$ cat config.mk
export PLATFORM = sky130hd
export DESIGN_NAME = fifo_ctrl
export DESIGN_NICKNAME = d
export VERILOG_FILES = /design/src/rtl/fifo_pkg.sv /design/src/rtl/fifo_ptr.sv /design/src/rtl/fifo_ctrl.sv
export SDC_FILE = /design/constraint.sdc
export NUM_CORES = 1
export LEC_CHECK = 0
export ABC_AREA = 1
export BUFFER_PORTS_ARGS = -buffer_cell sky130_fd_sc_hd__buf_4
export CAP_MARGIN = 40
export CORE_MARGIN = 1.5
export CORE_UTILIZATION = 30
export CTS_CLUSTER_SIZE = 12
export DETAILED_ROUTE_END_ITERATION = 7
export HOLD_SLACK_MARGIN = 0.12
export PLACE_DENSITY = 0.6
export SYNTH_ARGS = -nofsm -noshare
export SYNTH_HDL_FRONTEND = slang
export SYNTH_HIERARCHICAL = 1
export SYNTH_SLANG_ARGS = --single-unit
$ cat constraint.sdc
create_clock -name clk -period 3.6 [get_ports clk]
set_clock_uncertainty 0.15 [all_clocks]
set_input_delay 0.72 -clock clk [delete_from_list [all_inputs] [get_ports clk]]
set_output_delay 0.72 -clock clk [all_outputs]
set_load 0.01 [all_outputs]
$ cat src/rtl/fifo_pkg.sv
// Shared constants and types for the FIFO pointer/flag controller.
package fifo_pkg;

  localparam int unsigned MEM_LENGHT_DEF      = 8;
  localparam int unsigned ADDR_WIDTH_DEF      = 3;
  localparam int unsigned MEM_WIDTH_DEF       = 10;
  localparam int unsigned ALMOST_FULL_TH_DEF  = 6;
  localparam int unsigned ALMOST_EMPTY_TH_DEF = 2;

  typedef logic [ADDR_WIDTH_DEF-1:0] ptr_t;
  typedef logic [ADDR_WIDTH_DEF:0]   count_t;

endpackage

$ cat src/rtl/fifo_ptr.sv
// Wrapping pointer register; wraps to zero by natural overflow of WIDTH bits.
module fifo_ptr
  import fifo_pkg::*;
#(
  parameter int unsigned WIDTH = ADDR_WIDTH_DEF
) (
  input  logic             clk_i,
  input  logic             reset_i,
  input  logic             inc_i,
  output logic [WIDTH-1:0] ptr_o
);

  logic [WIDTH-1:0] ptr_q, ptr_d;

  always_comb begin
    ptr_d = ptr_q;
    if (inc_i) ptr_d = ptr_q + WIDTH'(1);
  end

  always_ff @(posedge clk_i) begin
    if (reset_i) ptr_q <= '0;
    else         ptr_q <= ptr_d;
  end

  assign ptr_o = ptr_q;

endmodule

$ cat src/rtl/fifo_ctrl.sv
// Synchronous FIFO pointer, count and flag controller for a registered-read memory.
// Optional sticky overflow/underflow outputs when FIFO_ERROR_FLAGS_EN is defined.
module fifo_ctrl
  import fifo_pkg::*;
#(
  parameter int unsigned MEM_LENGHT      = MEM_LENGHT_DEF,
  parameter int unsigned ADDR_WIDTH      = ADDR_WIDTH_DEF,
  parameter int unsigned ALMOST_FULL_TH  = ALMOST_FULL_TH_DEF,
  parameter int unsigned ALMOST_EMPTY_TH = ALMOST_EMPTY_TH_DEF
) (
  input  logic                  clk,
  input  logic                  reset,
  input  logic                  push,
  input  logic                  pop,
  output logic [ADDR_WIDTH-1:0] write_addr,
  output logic [ADDR_WIDTH-1:0] read_addr,
  output logic                  write_enable,
  output logic                  read_enable,
  output logic                  data_valid,
  output logic                  full,
  output logic                  empty,
  output logic                  almost_full,
  output logic                  almost_empty,
`ifdef FIFO_ERROR_FLAGS_EN
  output logic                  overflow,
  output logic                  underflow,
`endif
  output logic [ADDR_WIDTH:0]   fifo_count
);

  localparam logic [ADDR_WIDTH:0] FULL_CNT = (ADDR_WIDTH+1)'(MEM_LENGHT);
  localparam logic [ADDR_WIDTH:0] AF_CNT   = (ADDR_WIDTH+1)'(ALMOST_FULL_TH);
  localparam logic [ADDR_WIDTH:0] AE_CNT   = (ADDR_WIDTH+1)'(ALMOST_EMPTY_TH);

  logic [ADDR_WIDTH:0] count_q, count_d;
  logic                full_q, full_d;
  logic                empty_q, empty_d;
  logic                afull_q, afull_d;
  logic                aempty_q, aempty_d;
  logic                dvalid_q;
  logic                do_wr, do_rd;

  // A push into a full FIFO is accepted only when a pop frees a slot on the same edge.
  assign do_wr = ~reset & push & (~full_q | pop);
  assign do_rd = ~reset & pop & ~empty_q;

  always_comb begin
    count_d = count_q;
    case ({do_wr, do_rd})
      2'b10:   count_d = count_q + (ADDR_WIDTH+1)'(1);
      2'b01:   count_d = count_q - (ADDR_WIDTH+1)'(1);
      default: count_d = count_q;
    endcase
    full_d   = (count_d == FULL_CNT);
    empty_d  = (count_d == '0);
    afull_d  = (count_d >= AF_CNT);
    aempty_d = (count_d <= AE_CNT);
  end

  always_ff @(posedge clk) begin
    if (reset) begin
      count_q  <= '0;
      full_q   <= 1'b0;
      empty_q  <= 1'b1;
      afull_q  <= 1'b0;
      aempty_q <= 1'b1;
      dvalid_q <= 1'b0;
    end else begin
      count_q  <= count_d;
      full_q   <= full_d;
      empty_q  <= empty_d;
      afull_q  <= afull_d;
      aempty_q <= aempty_d;
      dvalid_q <= do_rd;
    end
  end

  fifo_ptr #(.WIDTH(ADDR_WIDTH)) u_wr_ptr (
    .clk_i   (clk),
    .reset_i (reset),
    .inc_i   (do_wr),
    .ptr_o   (write_addr)
  );

  fifo_ptr #(.WIDTH(ADDR_WIDTH)) u_rd_ptr (
    .clk_i   (clk),
    .reset_i (reset),
    .inc_i   (do_rd),
    .ptr_o   (read_addr)
  );

`ifdef FIFO_ERROR_FLAGS_EN
  logic overflow_q, overflow_d;
  logic underflow_q, underflow_d;

  always_comb begin
    overflow_d  = overflow_q  | (push & full_q & ~pop);
    underflow_d = underflow_q | (pop & empty_q);
  end

  always_ff @(posedge clk) begin
    if (reset) begin
      overflow_q  <= 1'b0;
      underflow_q <= 1'b0;
    end else begin
      overflow_q  <= overflow_d;
      underflow_q <= underflow_d;
    end
  end

  assign overflow  = overflow_q;
  assign underflow = underflow_q;
`endif

  assign write_enable = do_wr;
  assign read_enable  = do_rd;
  assign data_valid   = dvalid_q;
  assign full         = full_q;
  assign empty        = empty_q;
  assign almost_full  = afull_q;
  assign almost_empty = aempty_q;
  assign fifo_count   = count_q;

endmodule
# Word-level counts from Yosys, hierarchy flattened
# Cells that the tools add are included.
# totals
register_bits	15
word_cells	27
output_inout_bits	17
in_bits	4
# classes
mux	1
addsub	4
n_eq_ne	3
bitwise	8
magnitude_cmp	2
reduce_logical	1
# ops
operator	count
case mux 4 bit (2 select lines)	1
adder 3 x 1 -> 3 bit (second input constant)	2
adder 4 x 1 -> 4 bit (second input constant)	1
AND 1 bit	4
equality test 4 bit (second input constant)	1
greater-or-equal comparator 4 x 3 -> 1 bit (second input constant)	1
less-or-equal comparator 4 x 2 -> 1 bit (second input constant)	1
zero test 4 bit	1
subtractor 4 x 1 -> 4 bit (second input constant)	1
NOT 1 bit	3
equality test 2 x 1 -> 1 bit (second input constant)	1
equality test 2 bit (second input constant)	1
OR 1 bit	1

# Longest topological paths before layout
# Gate-level depths: netlist (run 1).
# logic_depth
ltp_word	6
ltp_mapped	14
ltp_nobuf	14

# By module
# Netlist (run 1), hierarchy kept.
# by_module_without_submodules
mod	area_each_um2	cells_each	seq_area_each_um2	instances
fifo_ctrl	473.0	66	180.2	1
fifo_ptr	125.1	17	60.1	2

# Worst setup path after synthesis (run 1)
# OpenSTA, ideal clock, no wires.
# synth_path
path_type	in2reg
from	input pop
to	register empty_q, in the netlist empty
required_time_ns	3.341
setup_ns	0.109
path_stages	11
n_path_buf	0
path_slack_ns	0.679
t_arrival_ns	2.662
cell_sequence	inv_1 nor3_1 ha_1 inv_1 fa_1 o21ai_0 inv_1 nand3_2 nand2_1 nand2_1 inv_1
# synth_between
elab_chain_cells	5
elab_cells_between_ends	8
classes_between	2 x eq/ne; 1 x mux; 4 x bitwise; 1 x reduce/logical
# synth_rtl
element	line_no	text
start: declaration	fifo_ctrl.sv:14	input logic pop,
AND 1 bit (*) (2 in series)	fifo_ctrl.sv:45	assign do_rd = ~reset & pop & ~empty_q;
net read_enable	fifo_ctrl.sv:18	output logic read_enable,
equality test 2 x 1 -> 1 bit or equality test 2 bit (tied branches)	fifo_ctrl.sv:49	case ({do_wr, do_rd})
case mux 4 bit (2 select lines) (*)	fifo_ctrl.sv:49	
zero test 4 bit (*)	fifo_ctrl.sv:55	empty_d = (count_d == '0);
end signal: assignment	fifo_ctrl.sv:71	empty_q <= empty_d;
end: declaration	fifo_ctrl.sv:37	logic empty_q, empty_d;
# Mark *: on every way through the listed nets, which the timed path passes. The rest lies on a longest branch.
# A chain may end at the register's enable or synchronous reset.

# Worst setup path in the final report (run 1)
# layout_path
from	input reset
to	register afull_q, in the netlist almost_full
# layout_between
elab_chain_cells	6
elab_cells_between_ends	9
classes_between	1 x order compare; 2 x eq/ne; 1 x mux; 5 x bitwise
# layout_rtl
element	line_no	text
start: declaration	fifo_ctrl.sv:12	input logic reset,
NOT 1 bit	fifo_ctrl.sv:44, fifo_ctrl.sv:45	
AND 1 bit (on tied branches) (2 in series)	fifo_ctrl.sv:45, fifo_ctrl.sv:44	
equality test 2 x 1 -> 1 bit or equality test 2 bit (tied branches)	fifo_ctrl.sv:49	
case mux 4 bit (2 select lines)	fifo_ctrl.sv:49	
greater-or-equal comparator 4 x 3 -> 1 bit	fifo_ctrl.sv:56	afull_d = (count_d >= AF_CNT);
end signal: assignment	fifo_ctrl.sv:72	afull_q <= afull_d;
end: declaration	fifo_ctrl.sv:38	logic afull_q, afull_d;
# Parallel ways exist; a longest one is shown, timed or not.

==> results of run 1 <==
## power by group through the flow
stage	registers, mW	clock network (mW)	logic (mW)
after floorplan	0.222	0	0.0877
after global placement	0.214	0	0.160
after detailed placement	0.214	0	0.163
after CTS	0.210	0.0958	0.164
after global routing	0.214	0.101	0.185
final	0.210	0.0911	0.161
## metal layers
layer	global-route usage, %	vias up	share of wire [%]
li1	-	356	-
met1	15.5	289	46
met2	22.6	13	48
met3	5.17	2	4.4
met4	2.63	0	1.1
met5	0	-	0
## stage by stage
| stage | util, % | area (sq um) | std cells | hold WS, ns | setup slack, ns |
|---|---|---|---|---|---|
| floorplan | - | 723 | 100 | 0.337 | 0.679 |
| finish | 41.8 | 942 | 153 | 0.324 | 1.12 |
| detailed placement | 40.6 | 916 | 149 | 0.299 | 0.829 |
| global placement | 40.6 | 916 | 149 | 0.316 | 0.883 |
| CTS | 41.8 | 942 | 153 | 0.324 | 1.12 |
| global route | 41.8 | 942 | 153 | 0.369 | 0.942 |
## registers in the layout, indices dropped and copies added, names as in the netlist
| register | count |
|---|---|
| empty | 1 |
| u_wr_ptr/ptr_o | 3 |
| data_valid | 1 |
| full | 1 |
| u_rd_ptr/ptr_o | 3 |
| fifo_count | 4 |
| almost_full | 1 |
| almost_empty | 1 |
## layout make-up
class | count | area [sq um] | area share, %
multi-input cells | 65 | 348 | 36.9
flip-flops and latches | 15 | 300 | 31.9
well taps | 28 | 35.0 | 3.72
repair buffers | 21 | 158 | 16.7
inverters | 20 | 75.1 | 7.97
clock buffers | 4 | 26.3 | 2.79
## placed cells by master (no fill, tap or decap)
cell      instances
nand2_1          22
buf_4            21
inv_1            19
dfxtp_1          15
nor2_1           14
nand3_1           9
ha_1              5
a21oi_1           4
clkbuf_4          3
nor3_1            2
o21ai_1           2
or2_1             1
inv_2             1
or2_4             1
nand2_2           1
xnor2_1           1
o21ai_0           1
nand3_2           1
fa_1              1
clkbuf_1          1
## worst max-delay path by stage
stage	start	to	slack (ns)	depth (start not counted)
detailed placement	reset	empty	0.83	12
finish	reset	almost_full	1.12	11
global placement	reset	empty	0.88	12
global route	reset	almost_full	0.94	11
CTS	reset	empty	1.12	12
floorplan	pop	empty	0.68	11
## critical path: cells and delay by family
| family | cells | cell delay, ns |
|---|---|---|
| AO/OA/AOI/OAI | 1 | 0.23 |
| adder cells (fa/ha/maj) | 2 | 0.65 |
| buffers and inverters | 4 | 0.51 |
| AND/OR/NAND/NOR | 4 | 0.44 |
## cells by family (layout without fill, tap and decap cells)
kind of cell	count (synthesis)	in the layout	share of synthesized area [%]
buffers and inverters	20	45	10.4
flip-flops	15	15	41.5
AND/OR/NAND/NOR	51	51	30.6
adder cells (fa/ha/maj)	6	6	11.4
XOR/XNOR	1	1	1.21
AO/OA/AOI/OAI	7	7	4.84
==> metrics.md, run 1 <==
| Metric | Value |
|---|---|
| Status | finished, final reports clean |
| Async set-reset flop share out of synthesis | 0% |
| CTS resizes | 0 |
| Largest net degree at the start of global routing | 9 |
| Worst Reg2Reg Path Length in Cells | 10 |
| Max incr delay on CP | about 0.42 ns |
| CTS Hold Bufs | 0 |
| Final wirelength | roughly 1500 um |
| Hold Violations, Final | 0 |
| Vias in the first global route | between 600 and 700 |
| Comb power frac | between 30% and 40% |
| Setup_tns | 0 ns |
| MaxCap Viol Count | 0 |
| Critical path arrival | roughly 2.6 ns |
| Endpoint of the worst hold path | data_valid |
| Share of the yosys chip area belonging to registers | 41.5% |
| FF+latch count, synth | 15 |
| RSZ-0062 raised after global routing | no |
| Total Routing Usage GR | between 10% and 20% |
| Total CTS buffers | 3 |
| Die width | around 52 um |
| Period utilisation layout | just under 70% |
| Clock Tree Buf Depth | 2 |
| Vias | 660 |
| Flop2flop setup slack | 1.35 ns |
| Final setup vio count | 0 |
| Hold WC Path Type | reg2reg |
| Yosys Warn Count | 6 |
| First-pass GRT wire length | between 2000 and 3000 um |
| Tot Pwr | 462 uW |
| Crit-path cells | buf_4 -> nor3_1 -> buf_4 -> ha_1 -> inv_1 -> fa_1 -> o21ai_0 -> inv_1 -> nor2_1 -> nand3_1 -> nand2_1 |
| WL/cell | 9.80 um |
| H-tree depth | 1 |
| Clock share of power | between 10% and 20% |
| PwrDens | 491 nW/um^2 |
| Worst-Margin Slew | approximately 0.24 ns |
| Final Max Tran Viols | 0 |
| N_diodes | 0 |
| F_max | 403 MHz |
| Internal | approximately 310 uW |
| Remaining DRCs | 0 |
| EDFF count, synth | 0 |
| CTS sink count | 15 |
| RD Place Congestion | 0.725 |
| CP max FO | 8 |
| Sw Share | around 33% |
| CTS tree | yes |
| Post-layout min period | around 2.5 ns |
| CORE AREA | ~2300 sq um |
| Syn Inst Count | 100 |
| Worst IR drop on VDD | around 0.26 mV |
| 1st-pass router iterations | 4 |
| Final ANT Viol Nets | 0 |
| Die Span Y | 52.1 um |
| Leak pwr | 0.517 nW |
| Initial Util | between 30% and 40% |
| Mapped cell area | around 720 sq um |
| Most common cell in the synthesized netlist | nand2_1 |
| RR Startpoint | empty |
| Cell accounting for the most synthesized area | dfxtp_1 |
| Port Buffers | 20 |
| Synth area leaders | dfxtp_1 42%, nand2_1 11%, inv_1 9.9% |
| Iteration-0 DRC Markers | 7 |
| Seq pwr share | between 40% and 50% |
| Mapped Nets | 110 |
| Worst Min Path Start | empty |
| DR vias/cell | 4.31 |
| Post-CTS Setup Bufs | 0 |
| Startpoint types | primary input |
| Crit end category | flop |
| Required time worst endpoint | around 3.7 ns |
| Worst Hold Depth | 1 |
| Clock-pin slew on the worst setup and hold paths | about 0.080 ns |
| Rows | 17 |
| Worst-Skew Late Latency | between 0.2 and 0.3 ns |
| Initial antenna violation count | 0 |
| Area share of the largest cell type after synthesis | between 40% and 50% |
| Layout cells sized above 1 | 22.4% |
| Ports | 21 |
| Area grow syn2layout | 30.3% |
| Clock root cell | clkbuf_4 |
| DP HPWL | roughly 1200 um |
| Mean Syn Cell Area | approximately 7.2 sq um |
| Synth top cells by count | 22 x nand2_1, 19 x inv_1, 15 x dfxtp_1 |
| Critical path class | in2reg |
| Switching power | 154 uW |
| Layout Nets | approximately 140 |
| Fill cell count | between 200 and 250 |
| Primary FF master, synth | dfxtp_1 |
| Post-synth cell types | 17 |
| GR Overflow Total | 0 |
| CP max stage cell | fa_1 |
| Max_slew headroom | between 80% and 90% |
| Critical R2R Capture | almost_full |
| Die area | 2710 sq um |
(Power assumes the default switching activity.)
==> inputs of run 2 (changes only) <==
--- a/config.mk
+++ b/config.mk
@@ -5,7 +5,7 @@
 export SDC_FILE = /design/constraint.sdc
 export NUM_CORES = 1
 export LEC_CHECK = 0
-export ABC_AREA = 1
+export ABC_AREA = 0
 export BUFFER_PORTS_ARGS = -buffer_cell sky130_fd_sc_hd__buf_4
 export CAP_MARGIN = 40
 export CORE_MARGIN = 1.5
==> constraint.sdc (replaced) <==
create_clock -name clk -period 2.45 [get_ports clk]
set_clock_uncertainty 0.15 [all_clocks]
set_input_delay 0.49 -clock clk [delete_from_list [all_inputs] [get_ports clk]]
set_output_delay 0.49 -clock clk [all_outputs]
set_load 0.01 [all_outputs]
==> metrics.md, run 2 <==
| Metric | Value |
|---|---|
| FF+latch count, synth | 15 |
| MaxCap Viol Count | 0 |
| F_max | about 440 MHz |
| Area share of the largest cell type after synthesis | between 30% and 40% |
| Remaining DRCs | 0 |
| Mapped Nets | 90 |
| Crit-path cells | nor3b_4 -> ha_4 -> ha_4 -> or4b_1 -> o311a_4 -> a211o_2 -> o21bai_1 |
| Worst IR drop on VDD | ~0.24 mV |
| Status | finished, final reports clean |
| GRT met2 Usage | about 20% |
| Initial Util | 31.3% |
| RD Place Congestion | a little under 0.8 |
| Synth area leaders | dfxtp_1 39%, ha_1 8.1%, nor3b_1 5.9% |
| RSZ-0062 raised after global routing | no |
| GRT met1 Usage | 17.2% |
| Final setup vio count | 0 |
| H-tree depth | 1 |
| Post-layout min period | 2.28 ns |
| PwrDens | between 400 and 500 nW/um^2 |
| Final ANT Viol Nets | 0 |
| Crit path max-delay family | simple AND/OR/NAND/NOR gates |
| Final wirelength | roughly 1700 um |
| Ports | 21 |
| Worst path buffer plus inverter count | 0 |
| Post-synth cell types | 28 |
| CORE AREA | about 2500 sq um |
| Met3 global-route usage | between 2 and 3% |
| Total CTS buffers | 3 |
| Grt peak-use layer | met2 |
| Yosys Warn Count | 6 |
| Total Routing Usage GR | between 10% and 20% |
| Rows | 18 |
| Max incr delay on CP | between 0.4 and 0.5 ns |
| DP HPWL | 1340 um |
| CTS Hold Bufs | 0 |
| Async set-reset flop share out of synthesis | 0% |
| Hold Violations, Final | 0 |
| Cell accounting for the most synthesized area | dfxtp_1 |
| Most common cell in the synthesized netlist | dfxtp_1 |
| First-pass GRT wire length | between 2000 and 3000 um |
| CP max FO | 4 |
| Startpoint types | flop |
| Primary FF master, synth | dfxtp_1 |
| Clock Tree Buf Depth | 2 |
| Mapped cell area | just under 800 sq um |
| N_diodes | 0 |
| Leak pwr | roughly 0.47 nW |
| Share of the yosys chip area belonging to registers | 39.1% |
| Largest net degree at the start of global routing | 13 |
| Max_slew headroom | 79.0% |
| WL/cell | between 10 and 15 um |
| Iteration-0 DRC Markers | 7 |
| CTS resizes | 0 |
| Most common cell after layout, fill and taps aside | buf_4 |
| Critical path arrival | roughly 2.4 ns |
| CP max stage cell | or4b_1 |
| Most frequent CP cell | ha_4 |
| Worst-Skew Late Latency | approximately 0.29 ns |
| Most frequent cells in the layout | 31 x buf_4, 15 x dfxtp_1, 10 x nor2_1 |
| Setup_tns | 0 ns |
| GR Overflow Total | 0 |
| Period utilisation layout | 93.3% |
| Largest register FFs | 4 |
| CTS sink count | 15 |
| Vias in the first global route | 614 |
| Layout Nets | 124 |
| Finished Core Util | 45.0% |
| Hold WC Path Type | in2reg |
| Area grow syn2layout | 43.8% |
| Vias | 687 |
| Required time worst endpoint | 2.52 ns |
| Tot Pwr | between 500 and 600 uW |
| Die width | approximately 54 um |
| 1st-pass router iterations | 3 |
| Die Span Y | 53.6 um |
| Mean Syn Cell Area | just under 10 sq um |
| Critical path class | reg2reg |
| Clock root cell | clkbuf_4 |
| Cell Area, Placed | around 1100 sq um |
| Post-CTS Setup Bufs | 0 |
| Final Max Tran Viols | 0 |
| Syn Inst Count | 80 |
| Final instance area | about 1100 sq um |
| Crit end category | flop |
| CTS tree | yes |
| Worst-Margin Slew | ~0.31 ns |
| DR vias/cell | between 4 and 5 |
| Clock-pin slew on the worst setup and hold paths | ~0.090 ns |
| Layout cells sized above 1 | around 39% |
| Synth top cells by count | 15 x dfxtp_1, 10 x nor2_1, 7 x a21oi_1 |
| Port Buffers | 20 |
| Die area | 2870 sq um |
| EDFF count, synth | 0 |
| Initial antenna violation count | 0 |
run 2: cell count changes in the layout (fill, tap and decap cells not counted), moves of 3 or more:
| cell | delta |
|---|---|
| nor2_1 | -4 |
| inv_1 | -14 |
| a21oi_1 | +3 |
| nand3b_1 | +3 |
| buf_4 | +10 |
| mux2i_1 | +3 |
| nor3b_1 | +5 |
| nand2_1 | -21 |
| nand3_1 | -7 |
run 2: power by group:
part | total [mW] | switching (mW) | leakage (nW) | internal [mW]
combinational | 0.114 | 0.0551 | 0.335 | 0.0587
sequential | 0.271 | 0.0144 | 0.122 | 0.256
clock | 0.151 | 0.0885 | 0.0139 | 0.0621
run 2: cell families after synthesis:
logic type,count (synthesis),synth area share (%)
muxes,3,3.91
AOI/OAI and AO/OA,17,16.6
xor gates and xnor gates,3,3.42
and+or+nand+nor,29,21.3
adders and majority gates,6,10.7
DFF,15,39.1
buffers and inverters,7,4.89
run 2: final timing paths:
path         startpoint         end  slack [ns]  cells past startpoint
max               empty       empty        0.17                      7
min                 pop  data_valid        0.33                      2
max reg2reg       empty       empty        0.17                      7
min reg2reg       empty  data_valid        0.37                      1
run 2: area by class of cell:
type / count / area, sq um
multi-input cells: 58 / 485
flip-flops and latches: 15 / 300
well taps: 30 / 37.5
fillers: 250 / 1350
clock buffers: 3 / 22.5
clock inverters: 1 / 7.51
repair buffers: 31 / 233
inverters: 5 / 18.8
run 2: layer usage:
layer,up-vias,wire (um)
met4,0,24
met1,307,828
li1,356,-
met3,4,104
met5,-,0
met2,20,757
run 2: per-stage QoR:
step	hold WS, ns	instances	setup slack, ns
6_report	0.328	143	0.165
5_1_grt	0.314	143	0.0598
4_1_cts	0.320	143	0.152
3_5_place_dp	0.368	139	-0.135
3_3_place_gp	0.354	139	-0.0996
2_1_floorplan	0.385	80	-0.259
